## src/rtl/mem_port_arbiter.sv

```systemverilog
// mem_port_arbiter
//   Round-robin arbiter sharing one downstream memory port among up to four
//   upstream requesters. Each issued request is tagged with the requester
//   index on mem_id_o; returning read data is steered back by mem_rid_i.
//   Per-port counters of outstanding read words throttle a port whose next
//   read would exceed MAX_OUTSTANDING_WORDS.
//
// Ports
//   clk, rst            clock, synchronous active-high reset
//   req_*_i / req_*_o   upstream side, one slice per port (request held until ack)
//   mem_*_o / mem_*_i   downstream side (request/ack, id/rid tagged)
module mem_port_arbiter #(
  parameter int NUM_PORTS             = 4,
  parameter int MAX_OUTSTANDING_WORDS = 32
) (
  input  logic                    clk,
  input  logic                    rst,
  input  logic [NUM_PORTS-1:0]    req_request_i,
  input  logic [NUM_PORTS*30-1:0] req_addr_i,
  input  logic [NUM_PORTS*5-1:0]  req_rlen_i,
  input  logic [NUM_PORTS-1:0]    req_rnw_i,
  input  logic [NUM_PORTS-1:0]    req_rmw_i,
  input  logic [NUM_PORTS*4-1:0]  req_wbe_i,
  input  logic [NUM_PORTS*32-1:0] req_wdata_i,
  output logic [NUM_PORTS-1:0]    req_ack_o,
  output logic [NUM_PORTS-1:0]    req_rvalid_o,
  output logic [31:0]             req_rdata_o,
  output logic                    mem_request_o,
  output logic [29:0]             mem_addr_o,
  output logic [4:0]              mem_rlen_o,
  output logic                    mem_rnw_o,
  output logic                    mem_rmw_o,
  output logic [3:0]              mem_wbe_o,
  output logic [31:0]             mem_wdata_o,
  output logic [1:0]              mem_id_o,
  input  logic                    mem_ack_i,
  input  logic                    mem_rvalid_i,
  input  logic [31:0]             mem_rdata_i,
  input  logic [1:0]              mem_rid_i
);

  localparam int CW = $clog2(MAX_OUTSTANDING_WORDS + 1);
  // Two extra bits hold outstanding + rlen + 1 without overflow.
  localparam int SW = CW + 2;
  localparam logic [1:0] LAST_RESET = 2'(NUM_PORTS - 1);

  typedef enum logic {ARB, LOCKED} state_e;

  state_e      state_q, state_d;
  logic [1:0]  last_grant_q, last_grant_d;
  logic [1:0]  locked_grant_q, locked_grant_d;
  logic [CW-1:0] outstanding_q [NUM_PORTS];
  logic [CW-1:0] outstanding_d [NUM_PORTS];

  // Per-port fields unpacked into four-entry arrays; unused entries read as
  // zero so the 2-bit grant can index them for any NUM_PORTS.
  logic [29:0] addr_a  [4];
  logic [4:0]  rlen_a  [4];
  logic        rnw_a   [4];
  logic        rmw_a   [4];
  logic [3:0]  wbe_a   [4];
  logic [31:0] wdata_a [4];
  logic [3:0]  elig;
  logic [1:0]  arb_grant;
  logic        arb_found;
  logic [1:0]  grant;
  logic        mem_req;
  logic        accept;

  always_comb begin
    for (int p = 0; p < 4; p++) begin
      addr_a[p]  = '0;
      rlen_a[p]  = '0;
      rnw_a[p]   = 1'b0;
      rmw_a[p]   = 1'b0;
      wbe_a[p]   = '0;
      wdata_a[p] = '0;
    end
    for (int p = 0; p < NUM_PORTS; p++) begin
      addr_a[p]  = req_addr_i[p*30 +: 30];
      rlen_a[p]  = req_rlen_i[p*5 +: 5];
      rnw_a[p]   = req_rnw_i[p];
      rmw_a[p]   = req_rmw_i[p];
      wbe_a[p]   = req_wbe_i[p*4 +: 4];
      wdata_a[p] = req_wdata_i[p*32 +: 32];
    end
  end

  // A read or rmw is held back when its words would push the port's
  // outstanding count past the ceiling; plain writes always pass.
  always_comb begin
    elig = '0;
    for (int p = 0; p < NUM_PORTS; p++) begin
      elig[p] = req_request_i[p] &
                ~((rnw_a[p] | rmw_a[p]) &
                  ((SW'(outstanding_q[p]) + SW'(rlen_a[p]) + SW'(1)) >
                   SW'(MAX_OUTSTANDING_WORDS)));
    end
  end

  // Round-robin search starting just above the last granted port.
  always_comb begin
    arb_grant = '0;
    arb_found = 1'b0;
    for (int k = 1; k <= NUM_PORTS; k++) begin
      if (!arb_found && elig[2'((int'(last_grant_q) + k) % NUM_PORTS)]) begin
        arb_grant = 2'((int'(last_grant_q) + k) % NUM_PORTS);
        arb_found = 1'b1;
      end
    end
  end

  // Once a request is presented without ack the grant is frozen until the
  // downstream accepts it, so fields never change under a pending request.
  always_comb begin
    state_d        = state_q;
    last_grant_d   = last_grant_q;
    locked_grant_d = locked_grant_q;
    grant          = arb_grant;
    mem_req        = |elig;
    case (state_q)
      ARB: begin
        if (mem_req) begin
          if (mem_ack_i) begin
            last_grant_d = arb_grant;
          end else begin
            locked_grant_d = arb_grant;
            state_d        = LOCKED;
          end
        end
      end
      LOCKED: begin
        grant   = locked_grant_q;
        mem_req = 1'b1;
        if (mem_ack_i) begin
          last_grant_d = locked_grant_q;
          state_d      = ARB;
        end
      end
      default: state_d = ARB;
    endcase
  end

  assign accept = mem_req & mem_ack_i;

  // Reads add their word count on acceptance; each returned word removes
  // one. A return with nothing outstanding is ignored rather than wrapping.
  always_comb begin
    for (int p = 0; p < NUM_PORTS; p++) begin
      outstanding_d[p] = outstanding_q[p];
      if (accept && (grant == 2'(p)) && (rnw_a[p] | rmw_a[p])) begin
        outstanding_d[p] = outstanding_d[p] + CW'(rlen_a[p]) + CW'(1);
      end
      if (mem_rvalid_i && (mem_rid_i == 2'(p)) && (outstanding_q[p] != '0)) begin
        outstanding_d[p] = outstanding_d[p] - CW'(1);
      end
    end
  end

  always_ff @(posedge clk) begin
    if (rst) begin
      state_q        <= ARB;
      last_grant_q   <= LAST_RESET;
      locked_grant_q <= '0;
      for (int p = 0; p < NUM_PORTS; p++) begin
        outstanding_q[p] <= '0;
      end
    end else begin
      state_q        <= state_d;
      last_grant_q   <= last_grant_d;
      locked_grant_q <= locked_grant_d;
      for (int p = 0; p < NUM_PORTS; p++) begin
        outstanding_q[p] <= outstanding_d[p];
      end
    end
  end

  always_comb begin
    for (int p = 0; p < NUM_PORTS; p++) begin
      req_ack_o[p]    = accept & (grant == 2'(p));
      req_rvalid_o[p] = mem_rvalid_i & (mem_rid_i == 2'(p));
    end
  end

  // With no request the grant is 0, so port 0's fields keep the bus defined.
  assign mem_request_o = mem_req;
  assign mem_id_o      = grant;
  assign mem_addr_o    = addr_a[grant];
  assign mem_rlen_o    = rlen_a[grant];
  assign mem_rnw_o     = rnw_a[grant];
  assign mem_rmw_o     = rmw_a[grant];
  assign mem_wbe_o     = wbe_a[grant];
  assign mem_wdata_o   = wdata_a[grant];
  assign req_rdata_o   = mem_rdata_i;

  // Simulation checks: returning data for a port with nothing outstanding,
  // or for a port index that does not exist.
  for (genvar p = 0; p < NUM_PORTS; p++) begin : g_chk
    a_no_underflow: assert property (@(posedge clk) disable iff (rst)
      !(mem_rvalid_i && (mem_rid_i == 2'(p)) && (outstanding_q[p] == '0)));
  end

  a_rid_in_range: assert property (@(posedge clk) disable iff (rst)
    !(mem_rvalid_i && (int'(mem_rid_i) >= NUM_PORTS)));

endmodule

```

## config.mk

```make
export PLATFORM = sky130hd
export DESIGN_NAME = mem_port_arbiter
export DESIGN_NICKNAME = d
export VERILOG_FILES = /design/src/rtl/mem_port_arbiter.sv
export SDC_FILE = /design/constraint.sdc
export NUM_CORES = 1
export LEC_CHECK = 0
export BUFFER_PORTS_ARGS = -buffer_cell sky130_fd_sc_hd__buf_2
export CAP_MARGIN = 20
export CORE_AREA = 2 2 173 175
export CTS_CLUSTER_DIAMETER = 40
export DETAILED_ROUTE_END_ITERATION = 16
export DIE_AREA = 0 0 175 177
export PLACE_DENSITY = 0.43
export REMOVE_ABC_BUFFERS = 1
export SLEW_MARGIN = 20
export SYNTH_ARGS = -nofsm -noshare
export SYNTH_HDL_FRONTEND = slang
export SYNTH_SLANG_ARGS = --single-unit
export TNS_END_PERCENT = 100
```

## constraint.sdc

```tcl
create_clock -name clk -period 7.4 [get_ports clk]
set_input_delay 0.74 -clock clk [delete_from_list [all_inputs] [get_ports clk]]
set_output_delay 0.74 -clock clk [all_outputs]
set_load 0.1 [all_outputs]
```

* Word-level counts from Yosys, hierarchy flattened
Memories as Yosys holds them, arrays and structs flattened.
Index checks and enable logic that the tools add are counted.
** Cells by class
- $add $sub $neg :: 24
- Order comparisons :: 9
- Eq/ne operators :: 9
- Muxes and demuxes :: 61
- Bitwise gates (word level) :: 32
- Reductions and logical operators :: 31
** Operators with widths (number)
- $mux 6 :: 12
- $bmux 32 s2 :: 1
- $mux 32 :: 2
- $bmux 30 s2 :: 1
- $mux 30 :: 2
- $add 7x1->8 const B :: 4
- $gt 8x6->1 const B :: 4
- $add 6x5->7 :: 4
- $add 6x1->6 const B :: 4
- $add 6x5->6 :: 4
- $reduce_bool 6->1 :: 4
- $sub 6x1->6 const B :: 4
- $mux 1 :: 21
- $logic_and 1x1->1 :: 19
- $and 1x1->1 :: 17
- $lt 2x4->1 const B :: 4
- $mux 2 :: 8
- $bmux 1 s2 :: 6
- $bmux 5 s2 :: 1
- $mux 5 :: 2
- $bmux 4 s2 :: 1
- $eq 2x2->1 const B :: 4
- $mux 4 :: 2
- $or 1x1->1 :: 8
- 13 further kinds :: 27
** Word-level totals
- Flip-flop bits (word level) :: 5
- Bits in writable memories :: 24
- Bits of input ports :: 334
- Output and inout bits :: 116
- Logic and storage cells :: 170
- Memories kept :: 1
** Memories
- outstanding_q :: depth 4, width 6, rd ports 4, clocked after memory_dff 0, write ports 4, line 52 : logic [CW-1:0] outstanding_q [NUM_PORTS];

* Logic depth before layout (Yosys ltp)
- Depth after elaboration :: 27
- Mapped depth :: 22
- Mapped depth without buffers :: 20

* Least setup slack after synthesis
No wires, ideal clock.
- Kind :: input -> output
- Start point :: in req_rlen_i[5]
- End point :: out mem_rlen_o[1]
- Arrival time :: 6336 ps
- Required time :: 6660 ps
- Setup slack :: 324 ps
- Stages on the path :: 16
- Path buffers :: 3
- Cell sequence :: inv_1 -> ha_1 -> fa_1 -> nand2b_1 -> a21oi_1 -> xor2_1 -> o311a_1 -> o22ai_4 -> o221a_2 -> o41a_1 -> buf_4 -> inv_2 -> clkbuf_1 -> clkbuf_1 -> nand2_1 -> a31oi_1
** On the way
- Longest elaborated chain between the ends :: 24
- Elaborated cells on any way between the ends :: 36
- Classes of those cells :: add/sub (2); order compare (1); mux (23); bitwise (4); reduce/logical (6)
** Ends and longest elaborated chain
- from (decl) :: line 20 : input logic [NUM_PORTS*5-1:0] req_rlen_i,
- $add 6x5->7 * :: line 96 : ((SW'(outstanding_q[p]) + SW'(rlen_a[p]) + SW'(1)) >
- $add 7x1->8 * :: line 96
- $gt 8x6->1 * :: line 96
- $and 1x1->1 * :: line 95 : ~((rnw_a[p] | rmw_a[p]) &
- $not 1->1 * :: line 95
- $and 1x1->1 * :: line 94 : elig[p] = req_request_i[p] &
- $bmux 1 s2 :: line 106 : if (!arb_found && elig[2'((int'(last_grant_q) + k) % NUM_PORTS)]) begin
- $mux 1 (not written as such) (2 in a row) :: line 106
- [... 7 more ...]
- $logic_not 1->1 :: line 106
- $logic_and 1x1->1 :: line 106
- $mux 2 * :: line 106
- $mux 2 * :: line 121 : case (state_q)
- named net mem_id_o[1] :: line 35 : output logic [1:0] mem_id_o,
- $not 2->3 (not written as such) * :: line 189 : assign mem_rlen_o = rlen_a[grant];
- $bmux 5 s2 * :: line 189
- $mux 5 (not written as such) * (2 in a row) :: line 189
- to (decl) :: line 30 : output logic [4:0] mem_rlen_o,
The timed path passes the listed nets; every way through them passes the cells marked *. The select of a mux whose other input is x is not followed.

* Final worst setup path
- Start point :: in req_rlen_i[5]
- End point :: out mem_wdata_o[28]
** On the way
- Longest elaborated chain between the ends :: 24
- Elaborated cells on any way between the ends :: 36
- Classes of those cells :: add/sub (2); order compare (1); mux (23); bitwise (4); reduce/logical (6)
** Ends and longest elaborated chain
- $add 6x5->7 * :: line 96
- $add 7x1->8 * :: line 96
- $gt 8x6->1 * :: line 96
- $and 1x1->1 * :: line 95
- $not 1->1 * :: line 95
- $and 1x1->1 * :: line 94
- $bmux 1 s2 :: line 106
- $mux 1 (not written as such) (2 in a row) :: line 106
- [... 6 more ...]
- $mux 1 :: line 106
- $logic_not 1->1 :: line 106
- $logic_and 1x1->1 :: line 106
- $mux 2 * :: line 106
- $mux 2 * :: line 121
- $not 2->3 (not written as such) * :: line 193 : assign mem_wdata_o = wdata_a[grant];
- $bmux 32 s2 * :: line 193
- $mux 32 (not written as such) * (2 in a row) :: line 193
- to (decl) :: line 34 : output logic [31:0] mem_wdata_o,
Mark *: on every way between the ends. The rest lies on a longest branch, timed or not. The select of a mux whose other input is x is not followed.

==> flow_metrics.py <==
metrics = {
    "run_status": {
        "outcome": "completed",
    },
    "synthesis": {
        "synth.yosys.seq_area_share": 0.105,
        "synth_area_per_cell_sq_um": 6.05,
        "ys_ff_latch": 29,
        "synth_edf_count": 0,
        "synthFlopType": "dfxtp_1",
        "yosysUniqueCellTypes": 67,
        "netlist_area_sq_um": 5530,
        "postSynthCellCount": 913,
        "ys_warn_count": 0,
        "async_reset_ff_frac": 0,
    },
    "finish": {
        "final-seq-area_sq_um": 581,
        "multiInputGateArea_sq_um": 4380,
        "area_growth_pct": 39.7,
        "final_nets": 1588,
        "mostFrequentLayoutCells": "buf_2 (385), nand2_1 (314), a31oi_1 (75), and3_1 (74), nor2_1 (50)",
        "final_common_cell": "buf_2",
        "final_util": 0.264,
        "fill_cells": 3425,
        "fin_cells": 1624,
        "drive_above_1_share": 0.345,
    },
    "power_and_ir_drop": {
        "intPower_mw": 0.841,
        "pwr_density_cell_nw_per_um2": 388,
        "power_switching_mw": 2.16,
        "p_sw_frac": 0.720,
        "p_comb_frac": 0.862,
        "p_seq_frac": 0.070,
        "peakVddDrop_uv": 190,
        "pwr-share-clk": 0.067,
        "leakagePower_nw": 3.97,
    },
    "floorplan": {
        "start_util": 0.189,
        "die_x_um": 175,
        "die_h_um": 177,
        "io_pins": 450,
        "die_area_sq_um": 31000,
        "num_rows": 63,
        "core-area_sq_um": 29200,
    },
    "drt": {
        "wirelength_mm": 33.0,
        "drc_errors": 0,
        "drt_iter0_markers": 383,
        "vias_per_cell": 4.76,
        "first_pass_iters": 5,
        "wire_per_inst_um": 20.3,
        "detail-route-antenna-nets": 0,
        "vias": 7736,
    },
    "setup_path": {
        "critPathArrivalTime_ns": 5.47,
        "cp_top_family": "compound AO/OA/AOI/OAI gates",
        "crit_type": "in2out",
        "critPathBufInv": 5,
        "cp_common_cell": "buf_2",
        "cp-end-kind": "output pin",
        "cp_max_fo": 69,
        "critPathLaunchType": "input port",
        "max_stage_delay_ns": 0.59,
        "path_depth": 17,
        "r2r_cells": 20,
        "slowest_stage": "inv_4",
        "cp_cell_sequence": "buf_2, inv_1, ha_1, fa_1, nand2b_1, a21oi_1, xor2_1, o311a_1, o22ai_4, o221a_2, o41a_2, inv_4, buf_4, nand2_1, and3_1, a31oi_1, buf_2",
        "cp_data_required_time_ns": 6.66,
    },
    "sta": {
        "slew_viol_final": 0,
        "period_share": 0.839,
        "hold_viol_final": 0,
        "period_minus_slack_ns": 6.21,
        "finalSetupTns_ns": 0,
        "hold_slack_ns": 0.497,
        "rsz0062_at_grt": "false",
        "fin_skew_ns": 0.00831,
        "setup_viol": 0,
        "fmax_mhz": 161,
        "timing.slew.headroom": 0.387,
        "worst_pin_slew_ns": 0.911,
    },
    "grt": {
        "grt_pass1_vias": 7363,
        "grt_max_degree": 152,
        "antenna_found_initial": 19,
        "overflow": 0,
        "grt_first_pass_wirelength_mm": 46.9,
        "track_usage": 0.204,
    },
    "cts": {
        "hold_buffers": 0,
        "clkLatencyLatePin_ns": 0.28,
        "clock_path_buffers": 2,
        "cts_tree": "yes",
        "clk_pin_slew_ns": 0.06,
        "root_buffer": "clkbuf_16",
        "ctsResizeCount": 0,
        "numClockSinks": 29,
        "htreeDepth": 2,
        "cts_made_buffers": 5,
        "post_cts_buffers": 0,
    },
    "placed_design": {
        "io_buffer_count": 385,
        "dp_hpwl_mm": 27.7,
        "place_inst": 1609,
        "gp_congestion": 0.864,
    },
    "min_path": {
        "hold_path_depth": 2,
        "hp-class": "reg2reg",
    },
    "job": {
        "cap_violations": 0,
    },
}
Yosys cell counts, drive strengths merged, types with 2 or more instances:
master   number  share of area
nand2       315           0.21
a31oi        75          0.085
and3         74          0.084
buf          50          0.060
nor2         50          0.034
clkbuf       37          0.025
dfxtp        29           0.11
inv          28          0.019
ha           24          0.054
xnor2        18          0.029
a21oi        17          0.015
o21ai        17          0.015
xor2         16          0.025
nor3         14          0.013
or3          12          0.014
a211oi       11          0.015
nand3        10         0.0091
nor2b         8         0.0091
nor4          8         0.0091
nand2b        7         0.0079
nand3b        7         0.0095
or2           7         0.0079
mux2          5          0.011
mux2i         5         0.0091
o21a          5         0.0068
a21o          4         0.0054
and2          4         0.0050
and3b         4         0.0063
fa            4          0.014
nand4         4         0.0045
o31ai         4         0.0054
a2111oi       3          0.013
a21boi        3         0.0041
a32oi         3         0.0048
nor3b         3         0.0041
a32o          2         0.0036
o2111ai       2         0.0032
o211ai        2         0.0036
o22ai         2         0.0048
o311ai        2         0.0032
o41a          2         0.0041
o41ai         2         0.0032
or4           2         0.0027
worst min-delay path, cell delays in order, from the launching register on:
cell and delay, ns:
dfxtp_1 0.32, mux2i_1 0.07, nor2_1 0.07
registers in the layout, summed over array words and instances (netlist names):
register,cells
outstanding_q,24
last_grant_q,2
locked_grant_q,2
state_q,1
power by group through the flow:
stage          clock (mW)  sequential [mW]  combinational [mW]
3_3_place_gp            0            0.214                2.60
4_1_cts             0.206            0.211                2.61
6_report            0.201            0.211                2.59
3_5_place_dp            0            0.214                2.60
2_1_floorplan           0            0.204                2.07
5_1_grt             0.212            0.215                2.73
cell families (layout without fill, tap and decap cells):
family / Yosys count / after routing / synth area share
AND/OR/NAND/NOR: 530 / 530 / 0.435
AO/OA/AOI/OAI: 167 / 167 / 0.214
buffers and inverters: 115 / 429 / 0.104
XOR/XNOR: 34 / 34 / 0.0539
flip-flops: 29 / 29 / 0.105
adder cells (fa/ha/maj): 28 / 28 / 0.0688
multiplexers: 10 / 10 / 0.0199
other: 0 / 7 / 0
final cells by class:
type | instances | area share
Inverter | 28 | 0.0141
Antenna cell | 7 | 0.00227
Tap cell | 390 | 0.0632
Clock inverter | 2 | 0.00130
Timing Repair Buffer | 393 | 0.261
Sequential cell | 29 | 0.0752
Clock buffer | 6 | 0.0167
Multi-Input combinational cell | 769 | 0.567
metrics by stage:
step	worst slack [ns]	total power, mW	area (sq um)
3_5_place_dp	1.07	2.81	7570
5_1_grt	0.769	3.16	7710
2_1_floorplan	-2.44	2.28	5060
6_report	1.19	3.00	7720
4_1_cts	1.06	3.02	7700
3_3_place_gp	1.10	2.82	7570
per-layer routing:
| layer | vias to the layer above | wire length, um | GRT usage |
|---|---|---|---|
| met5 | - | 188 | 0.0353 |
| met4 | 10 | 179 | 0.0163 |
| met3 | 20 | 5030 | 0.103 |
| met2 | 411 | 12500 | 0.282 |
| met1 | 3514 | 15100 | 0.289 |
| li1 | 3781 | - | - |
final timing paths:
path | startpoint | to | slack, ns
max | req_rlen_i[5] | mem_wdata_o[28] | 1.19
min | locked_grant_q[0] | locked_grant_q[0] | 0.50
max reg2reg | outstanding_q[1][0] | outstanding_q[1][4] | 1.91
min reg2reg | locked_grant_q[0] | locked_grant_q[0] | 0.50
No activity file was read; power rests on OpenSTA's default activity.
